File: config.mk
export PLATFORM = sky130hd
export DESIGN_NAME = fir_out_stage
export DESIGN_NICKNAME = d
export VERILOG_FILES = /design/src/rtl/fir_out_stage.sv
export SDC_FILE = /design/constraint.sdc
export NUM_CORES = 1
export LEC_CHECK = 0
export CAP_MARGIN = 20
export CORE_UTILIZATION = 47
export CTS_CLUSTER_DIAMETER = 200
export DETAILED_ROUTE_END_ITERATION = 10
export PLACE_DENSITY_LB_ADDON = 0.3
export SLEW_MARGIN = 20
export SYNTH_ARGS = -nofsm -noshare
export SYNTH_HDL_FRONTEND = slang
export SYNTH_SLANG_ARGS = --single-unit
export TNS_END_PERCENT = 50
File: constraint.sdc
create_clock -name clk -period 8.88 [get_ports clk]
set_clock_uncertainty 0.05 [all_clocks]
set_input_delay 1.776 -clock clk [delete_from_list [all_inputs] [get_ports clk]]
set_output_delay 1.776 -clock clk [all_outputs]
set_load 0.01 [all_outputs]
File: src/rtl/fir_out_stage.sv
// Output stage for fir_main: rounding right-shift, saturation to OUT_W bits, a small
// show-ahead FIFO on a valid/ready port, and sticky overflow/saturation flags.
module fir_out_stage #(
  parameter int unsigned IN_W  = 11,
  parameter int unsigned OUT_W = 8,
  parameter int unsigned DEPTH = 4
) (
  input  logic                     clk,
  input  logic                     reset,
  input  logic [IN_W-1:0]          s_axis_fir_tdata,
  input  logic                     s_axis_fir_tvalid,
  input  logic [1:0]               shift,
  output logic [OUT_W-1:0]         m_axis_tdata,
  output logic                     m_axis_tvalid,
  input  logic                     m_axis_tready,
  input  logic                     clr_flags,
  output logic                     ovf,
  output logic                     sat,
  output logic [$clog2(DEPTH):0]   level
);

  localparam int unsigned PtrW = $clog2(DEPTH);
  localparam int unsigned CntW = PtrW + 1;
  localparam int          SatMax = (1 << (OUT_W - 1)) - 1;
  localparam int          SatMin = -(1 << (OUT_W - 1));

  // Stage 1: scale and clip
  logic        [IN_W:0]  rnd_add;
  logic signed [IN_W:0]  ext;
  logic signed [IN_W:0]  rounded;
  logic signed [IN_W:0]  scaled;
  logic        [OUT_W-1:0] clipped;
  logic                  clip;

  always_comb begin
    rnd_add    = '0;
    rnd_add[0] = (shift == 2'd1);
    rnd_add[1] = (shift == 2'd2);
    rnd_add[2] = (shift == 2'd3);
    // One extra bit keeps the rounding add from wrapping at the positive full-scale value.
    ext        = {s_axis_fir_tdata[IN_W-1], s_axis_fir_tdata};
    rounded    = ext + rnd_add;
    scaled     = rounded >>> shift;
    clip       = 1'b0;
    clipped    = scaled[OUT_W-1:0];
    if (int'(scaled) > SatMax) begin
      clipped = OUT_W'(SatMax);
      clip    = 1'b1;
    end else if (int'(scaled) < SatMin) begin
      clipped = OUT_W'(SatMin);
      clip    = 1'b1;
    end
  end

  logic             pipe_valid_q;
  logic             pipe_sat_q;
  logic [OUT_W-1:0] pipe_data_q;

  always_ff @(posedge clk) begin
    if (reset) begin
      pipe_valid_q <= 1'b0;
      pipe_sat_q   <= 1'b0;
      pipe_data_q  <= '0;
    end else begin
      pipe_valid_q <= s_axis_fir_tvalid;
      if (s_axis_fir_tvalid) begin
        pipe_sat_q  <= clip;
        pipe_data_q <= clipped;
      end
    end
  end

  // Stage 2: FIFO
  logic [OUT_W-1:0] mem_q [DEPTH];
  logic [PtrW-1:0]  wr_ptr_q;
  logic [PtrW-1:0]  rd_ptr_q;
  logic [CntW-1:0]  count_q;
  logic             not_empty;
  logic             pop;
  logic             push;
  logic             drop;
  logic             ovf_q;
  logic             sat_q;

  always_comb begin
    not_empty = (count_q != '0);
    pop       = not_empty && m_axis_tready;
    // A full FIFO still accepts when the head leaves on the same edge.
    push      = pipe_valid_q && ((count_q < CntW'(DEPTH)) || pop);
    drop      = pipe_valid_q && !push;
  end

  always_ff @(posedge clk) begin
    if (push) begin
      mem_q[wr_ptr_q] <= pipe_data_q;
    end
  end

  always_ff @(posedge clk) begin
    if (reset) begin
      wr_ptr_q <= '0;
      rd_ptr_q <= '0;
      count_q  <= '0;
      ovf_q    <= 1'b0;
      sat_q    <= 1'b0;
    end else begin
      if (push) begin
        wr_ptr_q <= wr_ptr_q + 1'b1;
      end
      if (pop) begin
        rd_ptr_q <= rd_ptr_q + 1'b1;
      end
      unique case ({push, pop})
        2'b10:   count_q <= count_q + 1'b1;
        2'b01:   count_q <= count_q - 1'b1;
        default: count_q <= count_q;
      endcase
      // Set beats clear when both happen on the same edge.
      ovf_q <= drop || (ovf_q && !clr_flags);
      sat_q <= (pipe_valid_q && pipe_sat_q) || (sat_q && !clr_flags);
    end
  end

  always_comb begin
    m_axis_tvalid = not_empty;
    m_axis_tdata  = not_empty ? mem_q[rd_ptr_q] : '0;
    level         = count_q;
    ovf           = ovf_q;
    sat           = sat_q;
  end

endmodule

After elaboration in Yosys (flattened, before gate mapping)
Memories as Yosys holds them, arrays and structs flattened. A register that Yosys moved wholly into a read port is not among the register bits.
Index checks and enable logic that the tools add are counted.
{"block": "totals", "output_inout_bits": 14, "mem_count": 1, "regBits": 19, "ram_bits": 32, "word_cells": 46}
{"name": "mem_q", "depth": 4, "width": 8, "read_ports": 1, "rd_ports_with_merged_regs": 1, "wr": 1, "line": "74", "rtl": "logic [OUT_W-1:0] mem_q [DEPTH];"}
{"block": "classes", "n_lt_le_gt_ge": 3, "addsub": 5, "eq_ne": 5, "reduce_logical": 13, "n_shift": 1, "n_mux": 10}
{"cell": "2-to-1 mux 8 bit", "n": 3}
{"cell": "adder 11 x 4 -> 12 bit", "n": 1}
{"cell": "greater-than comparator 12 x 8 -> 1 bit, second input constant", "n": 1}
{"cell": "< comparator 12 x 8 -> 1 bit, second input constant", "n": 1}
{"cell": ">>> shifter 12 x 2 -> 12 bit", "n": 1}
{"cell": "equality test 2 bit, second input constant", "n": 3}
{"cell": "logical AND 1 bit", "n": 6}
{"cell": "one-hot mux 3 bit (2 select lines)", "n": 1}
{"cell": "adder 2 x 1 -> 2 bit, second input constant", "n": 2}
{"cell": "equality test 2 x 1 -> 1 bit, second input constant", "n": 2}
{"cell": "2-to-1 mux 1 bit", "n": 4}
{"cell": "2-to-1 mux 2 bit", "n": 2}
{"cell": "adder 3 x 1 -> 3 bit, second input constant", "n": 1}
{"cell": "logical OR 1 bit", "n": 3}
{"cell": "< comparator 3 bit, second input constant", "n": 1}
{"cell": "nonzero test 3 bit", "n": 1}
{"cell": "subtractor 3 x 1 -> 3 bit, second input constant", "n": 1}
{"cell": "zero test 1 bit", "n": 2}
{"cell": "nonzero test 2 bit", "n": 1}

Logic depth before layout (Yosys ltp)
{"block": "logic_depth", "depth_word": 7, "mapped_depth": 13}

Least setup slack after synthesis
Ideal clock, no wire load.
{"block": "synth_path", "path_kind": "input port to flip-flop", "startpoint": "input shift[1]", "endpoint": "register pipe_sat_q", "n_path_buf": 2, "cell_stages": 13, "slack_ns": 4.687, "setup_ns": 0.088, "required_ns": 8.742, "arrival_ns": 4.054, "cell_sequence": "clkbuf_1 -> nor2_1 -> ha_1 -> inv_1 -> fa_1 -> nor2b_1 -> o21a_1 -> o32ai_1 -> a211oi_2 -> o211ai_1 -> and4bb_1 -> buf_6 -> a311oi_2"}
{"block": "synth_between", "elab_chain_len": 6, "elab_cells_between_ends": 9, "cone_classes": "add/sub: 1; order compare: 2; eq/ne: 3; shift: 1; mux: 2"}
{"element": "start, declared", "line": "12", "rtl": "input logic [1:0] shift,"}
{"element": "equality test 2 x 1 -> 1 bit, or another cell as far along", "line": "37", "rtl": "rnd_add[0] = (shift == 2'd1);"}
{"element": "adder 11 x 4 -> 12 bit", "line": "42", "rtl": "rounded = ext + rnd_add;"}
{"element": ">>> shifter 12 x 2 -> 12 bit *", "line": "43", "rtl": "scaled = rounded >>> shift;"}
{"element": "< comparator 12 x 8 -> 1 bit", "line": "49", "rtl": "end else if (int'(scaled) < SatMin) begin"}
{"element": "2-to-1 mux 1 bit", "line": "49"}
{"element": "2-to-1 mux 1 bit *", "line": "46", "rtl": "if (int'(scaled) > SatMax) begin"}
{"element": "end signal, assigned", "line": "67", "rtl": "pipe_sat_q <= clip;"}
{"element": "end, declared", "line": "56", "rtl": "logic pipe_sat_q;"}
Mark *: on every way between the ends. The rest lies on a longest branch, timed or not.
A chain may end at the register's enable or synchronous reset.

Worst setup path in the final report
{"block": "layout_path", "startpoint": "input shift[0]", "endpoint": "register pipe_data_q[3]"}
{"block": "layout_between", "elab_chain_len": 6, "elab_cells_between_ends": 9, "cone_classes": "add/sub: 1; order compare: 2; eq/ne: 3; shift: 1; mux: 2"}
{"element": "equality test 2 x 1 -> 1 bit, or another cell as far along", "line": "37"}
{"element": "adder 11 x 4 -> 12 bit", "line": "42"}
{"element": ">>> shifter 12 x 2 -> 12 bit *", "line": "43"}
{"element": "< comparator 12 x 8 -> 1 bit", "line": "49"}
{"element": "2-to-1 mux 8 bit", "line": "49"}
{"element": "2-to-1 mux 8 bit *", "line": "46"}
{"element": "end signal, assigned", "line": "68", "rtl": "pipe_data_q <= clipped;"}
{"element": "end, declared", "line": "57", "rtl": "logic [OUT_W-1:0] pipe_data_q;"}
Marks and branches as above.

==> results.md <==
- The flow ran to the end, and the final reports show no timing, DRC or antenna violations.
- Of all nets on the critical path, the largest fanout is 25.
- For the worst setup path, the data required time is roughly 9 ns.
- The class of the tightest hold or removal check is reg -> reg.
- The number of global-route vias before repair came to 1800.
- The setup slack on the worst flop-to-flop path is between 6 and 7 ns.
- The buffer depth of the longest clock path is 2.
- After synthesis the netlist holds a flip-flop and latch count of 53.
- For this run, design rule violations remaining after detail routing come to 0.
- The number of synthesized flops with an enable pin is 32.
- The via-per-instance ratio is 5.52.
- The H-tree was split into 2 levels.
- Setup violations remaining at the end of the flow were counted as 0.
- Dividing the detail-routed wire length by the instance count gives roughly 15 um.
- The setup slack after placement is between 3 and 4 ns.
- The hold buffer count at cts is 0.
- The most utilized layer in the global route result is met2.
- Buffers inserted during clock tree synthesis total 5.
- The first-iteration detailed-routing DRC count is 142.
- The setup slack of the critical path after layout is approximately 3.4 ns.
- For this run, the detailed router's first-pass iteration total came to 4.
- Global routing finished with a remaining overflow of 0.
- The number of antenna violations at the first check in global routing is 0.
- The worst path needs approximately 5.5 ns of the cycle, external delays included.
- The routability-driven placement congestion ratio is ~0.9.
- The most instantiated flip-flop cell in the synthesis netlist is sky130_fd_sc_hd__edfxtp_1.
- The layout has about 500 filler cells.
- The post-cts resize count is 0.
- The biggest area contributor in the post-synthesis netlist is sky130_fd_sc_hd__edfxtp_1.
- The die is 78.7 um tall.
- The endpoint type of the worst setup path is a register.
- The largest stage delay on the critical path is just over 1 ns.
- Entering global routing, the biggest net connects 26 pins.
- The starting density of the core is about half.
- The critical path buffer and inverter count is 3.
- The core region is ~5600 um2.
- The final hold violation count is 0.
- The total length of routed wires is about 5100 um.
- The accumulated negative setup slack is 0 ns.
- The highest ir drop seen on vdd is around 0.11 mV.
- Clock tree synthesis found a total of between 50 and 60 sinks.
- The post-CTS setup buffer count is 0.
- The post-synth design cell area is roughly 2800 um2.
- The cell at the slowest stage of the critical path is sky130_fd_sc_hd__clkdlybuf4s50_1.
- In this run the core area contains 27 standard-cell rows.
- The critical path goes through clkdlybuf4s50_1 -> inv_1 -> nor2_1 -> ha_1 -> inv_1 -> fa_1 -> nor2b_1 -> o21a_1 -> o32ai_1 -> a211oi_2 -> a211o_1 -> o211ai_1 -> a211oi_1.
- In the final layout, the share of cells above drive strength 1 is 8.06%.
- In the layout the commonest cells are sky130_fd_sc_hd__edfxtp_1, sky130_fd_sc_hd__clkdlybuf4s50_1, sky130_fd_sc_hd__nor2_1.
- The final-report max-slew violation count is 0.
- Global routing used approximately 2.8% of the available met3 tracks.
- The power per unit of standard cell area is a little over 200 nW/um2.
- In this run the clock root is driven by a sky130_fd_sc_hd__clkbuf_8.
- The synthesis-to-layout area growth is 15.6%.
- The met1 usage is between 20% and 30%.
- The clock tree from TritonCTS is built.
- By instance count, the cell type seen most on the critical path is sky130_fd_sc_hd__inv_1.
- Static timing analysis puts the maximum clock frequency at 0.183 GHz.
- The startpoint kind of the worst setup timing path is an input port.
- The area of the die is between 6000 and 7000 um2.
- The I/O pin total is 32.
- Yosys attributes the largest share of cell area to sky130_fd_sc_hd__edfxtp_1, sky130_fd_sc_hd__dfxtp_1, sky130_fd_sc_hd__mux4_2.
- The number of nets in the final layout is 300.
- The top cell type by area accounts for 34.8% of the synthesized area.
- Clock-pin slew was measured on the worst setup and hold paths at about 0.090 ns.
- Headroom to the max-slew limit came out at a little over two fifths.
- Overall power consumption after layout is estimated at between 0.6 and 0.7 mW.
- The async set-or-reset flop fraction in the synthesized netlist is 0%.
- At the pin with the least slew margin, the transition time is about 0.86 ns.
- Across all layers, the routed design uses about 1900 vias.
- The number of antenna diodes is 0.
- The die is 78.7 um wide.
- The half-perimeter wire length after detailed placement is 3910 um.
- Grouping stages by cell kind, the critical path spends the most delay in buffers and inverters.
- The Yosys warning count is 0.
- The critical setup path kind is in -> reg.
- In the global route stage, met2 resource usage came out at 28.9%.
- The per-instance average area after synthesis is around 11 um2.
- The global-route wire length before repair is roughly 8500 um.
- The static power due to leakage is roughly 1.1 nW.
- The count of antenna-violating nets left after detailed routing is 0.
- The cell count after synthesis is around 250.
- The data arrival time at the worst-slack endpoint is between 5 and 6 ns.
- The sequential fraction of the synthesis area is approximately half.
- Setup repair after global routing left no endpoint under its margin.
- The most common library cell in the layout ignoring fill and taps is sky130_fd_sc_hd__edfxtp_1.
- The synthesized netlist contains 49 unique library cells.
- The utilization after layout is 57.3%.
- The net count after synthesis is 273.
- Clock latency on the worst-skew pair, taken at its later pin, is just under 0.3 ns.
- The tool flagged a number of max-cap violations equal to 0.
- The final clock period utilization by the worst path is around three fifths.
- The number of port buffers is 31.
- Global routing used ~18% of the available tracks across all layers.
[Yosys cell counts, types with 4 or more instances]
library cell / n
sky130_fd_sc_hd__edfxtp_1: 32
sky130_fd_sc_hd__nor2_1: 22
sky130_fd_sc_hd__dfxtp_1: 21
sky130_fd_sc_hd__a21oi_1: 15
sky130_fd_sc_hd__and2_1: 13
sky130_fd_sc_hd__inv_1: 12
sky130_fd_sc_hd__nand2_1: 10
sky130_fd_sc_hd__a211oi_1: 8
sky130_fd_sc_hd__ha_1: 8
sky130_fd_sc_hd__mux4_2: 8
sky130_fd_sc_hd__clkbuf_1: 7
sky130_fd_sc_hd__nand2b_1: 7
sky130_fd_sc_hd__o211ai_1: 7
sky130_fd_sc_hd__o21ai_0: 7
sky130_fd_sc_hd__and3_1: 6
sky130_fd_sc_hd__nand3_1: 6
sky130_fd_sc_hd__xnor2_1: 5
sky130_fd_sc_hd__mux2i_1: 4
sky130_fd_sc_hd__xor2_1: 4
[metrics by stage]
stage                     cell area, um2  cells  hold slack (ns)
after floorplan                     2760    245            0.386
after global placement              3110    337            0.412
after detailed placement            3110    337            0.418
after CTS                           3190    345            0.432
after global routing                3190    345            0.476
final                               3190    345            0.427
[where the power goes]
group,switching [mW],total (mW),internal (mW)
logic,0.0963,0.219,0.123
clock network,0.0751,0.131,0.0557
registers,0.0255,0.308,0.282
[routing by layer]
layer  vias to the layer above  part of all wire, %
met4                         0                 0.77
li1                        958                    -
met2                        46                   47
met5                         -                    0
met3                         2                  3.3
met1                       899                   49
[final cells by class]
cell class                      instances  area (um2)  area share, %
Sequential cell                        53        1380           43.3
Inverter                               13        48.8           1.53
Tap cell                               72        90.1           2.82
Clock inverter                          2        15.0          0.470
Multi-Input combinational cell        168        1270           39.9
Clock buffer                            6        72.6           2.27
Timing Repair Buffer                   31         310           9.72
[final timing paths]
| kind | start | to | cells after the start |
|---|---|---|---|
| worst max register to register | level[0] | level[2] | 8 |
| worst min register to register | sat | sat | 2 |
| worst min-delay path | sat | sat | 2 |
| worst max-delay path | shift[0] | pipe_data_q[3] | 13 |
[sequential cells by signal, summed over array words and instances, names as in the netlist, named ones only]
signal and count:
pipe_valid_q 1, rd_ptr_q 2, mem_q 32, pipe_sat_q 1
level 3, ovf 1, wr_ptr_q 2, sat 1
pipe_data_q 8
[kinds of logic after synthesis]
kind of cell	count (synthesis)	synth area share (%)
buf+inv	24	3.85
flops	53	50.0
compound gates	57	14.7
mux	12	7.97
xor+xnor	9	2.85
fa+ha+maj	10	5.07
simple gates	80	15.6
[worst min-delay path, stage by stage, from the launching register on]
cell                       delay, ns
sky130_fd_sc_hd__dfxtp_1        0.32
sky130_fd_sc_hd__nand2b_1       0.06
sky130_fd_sc_hd__a21oi_1        0.06
Note: power is estimated with default switching activity, not from simulation.
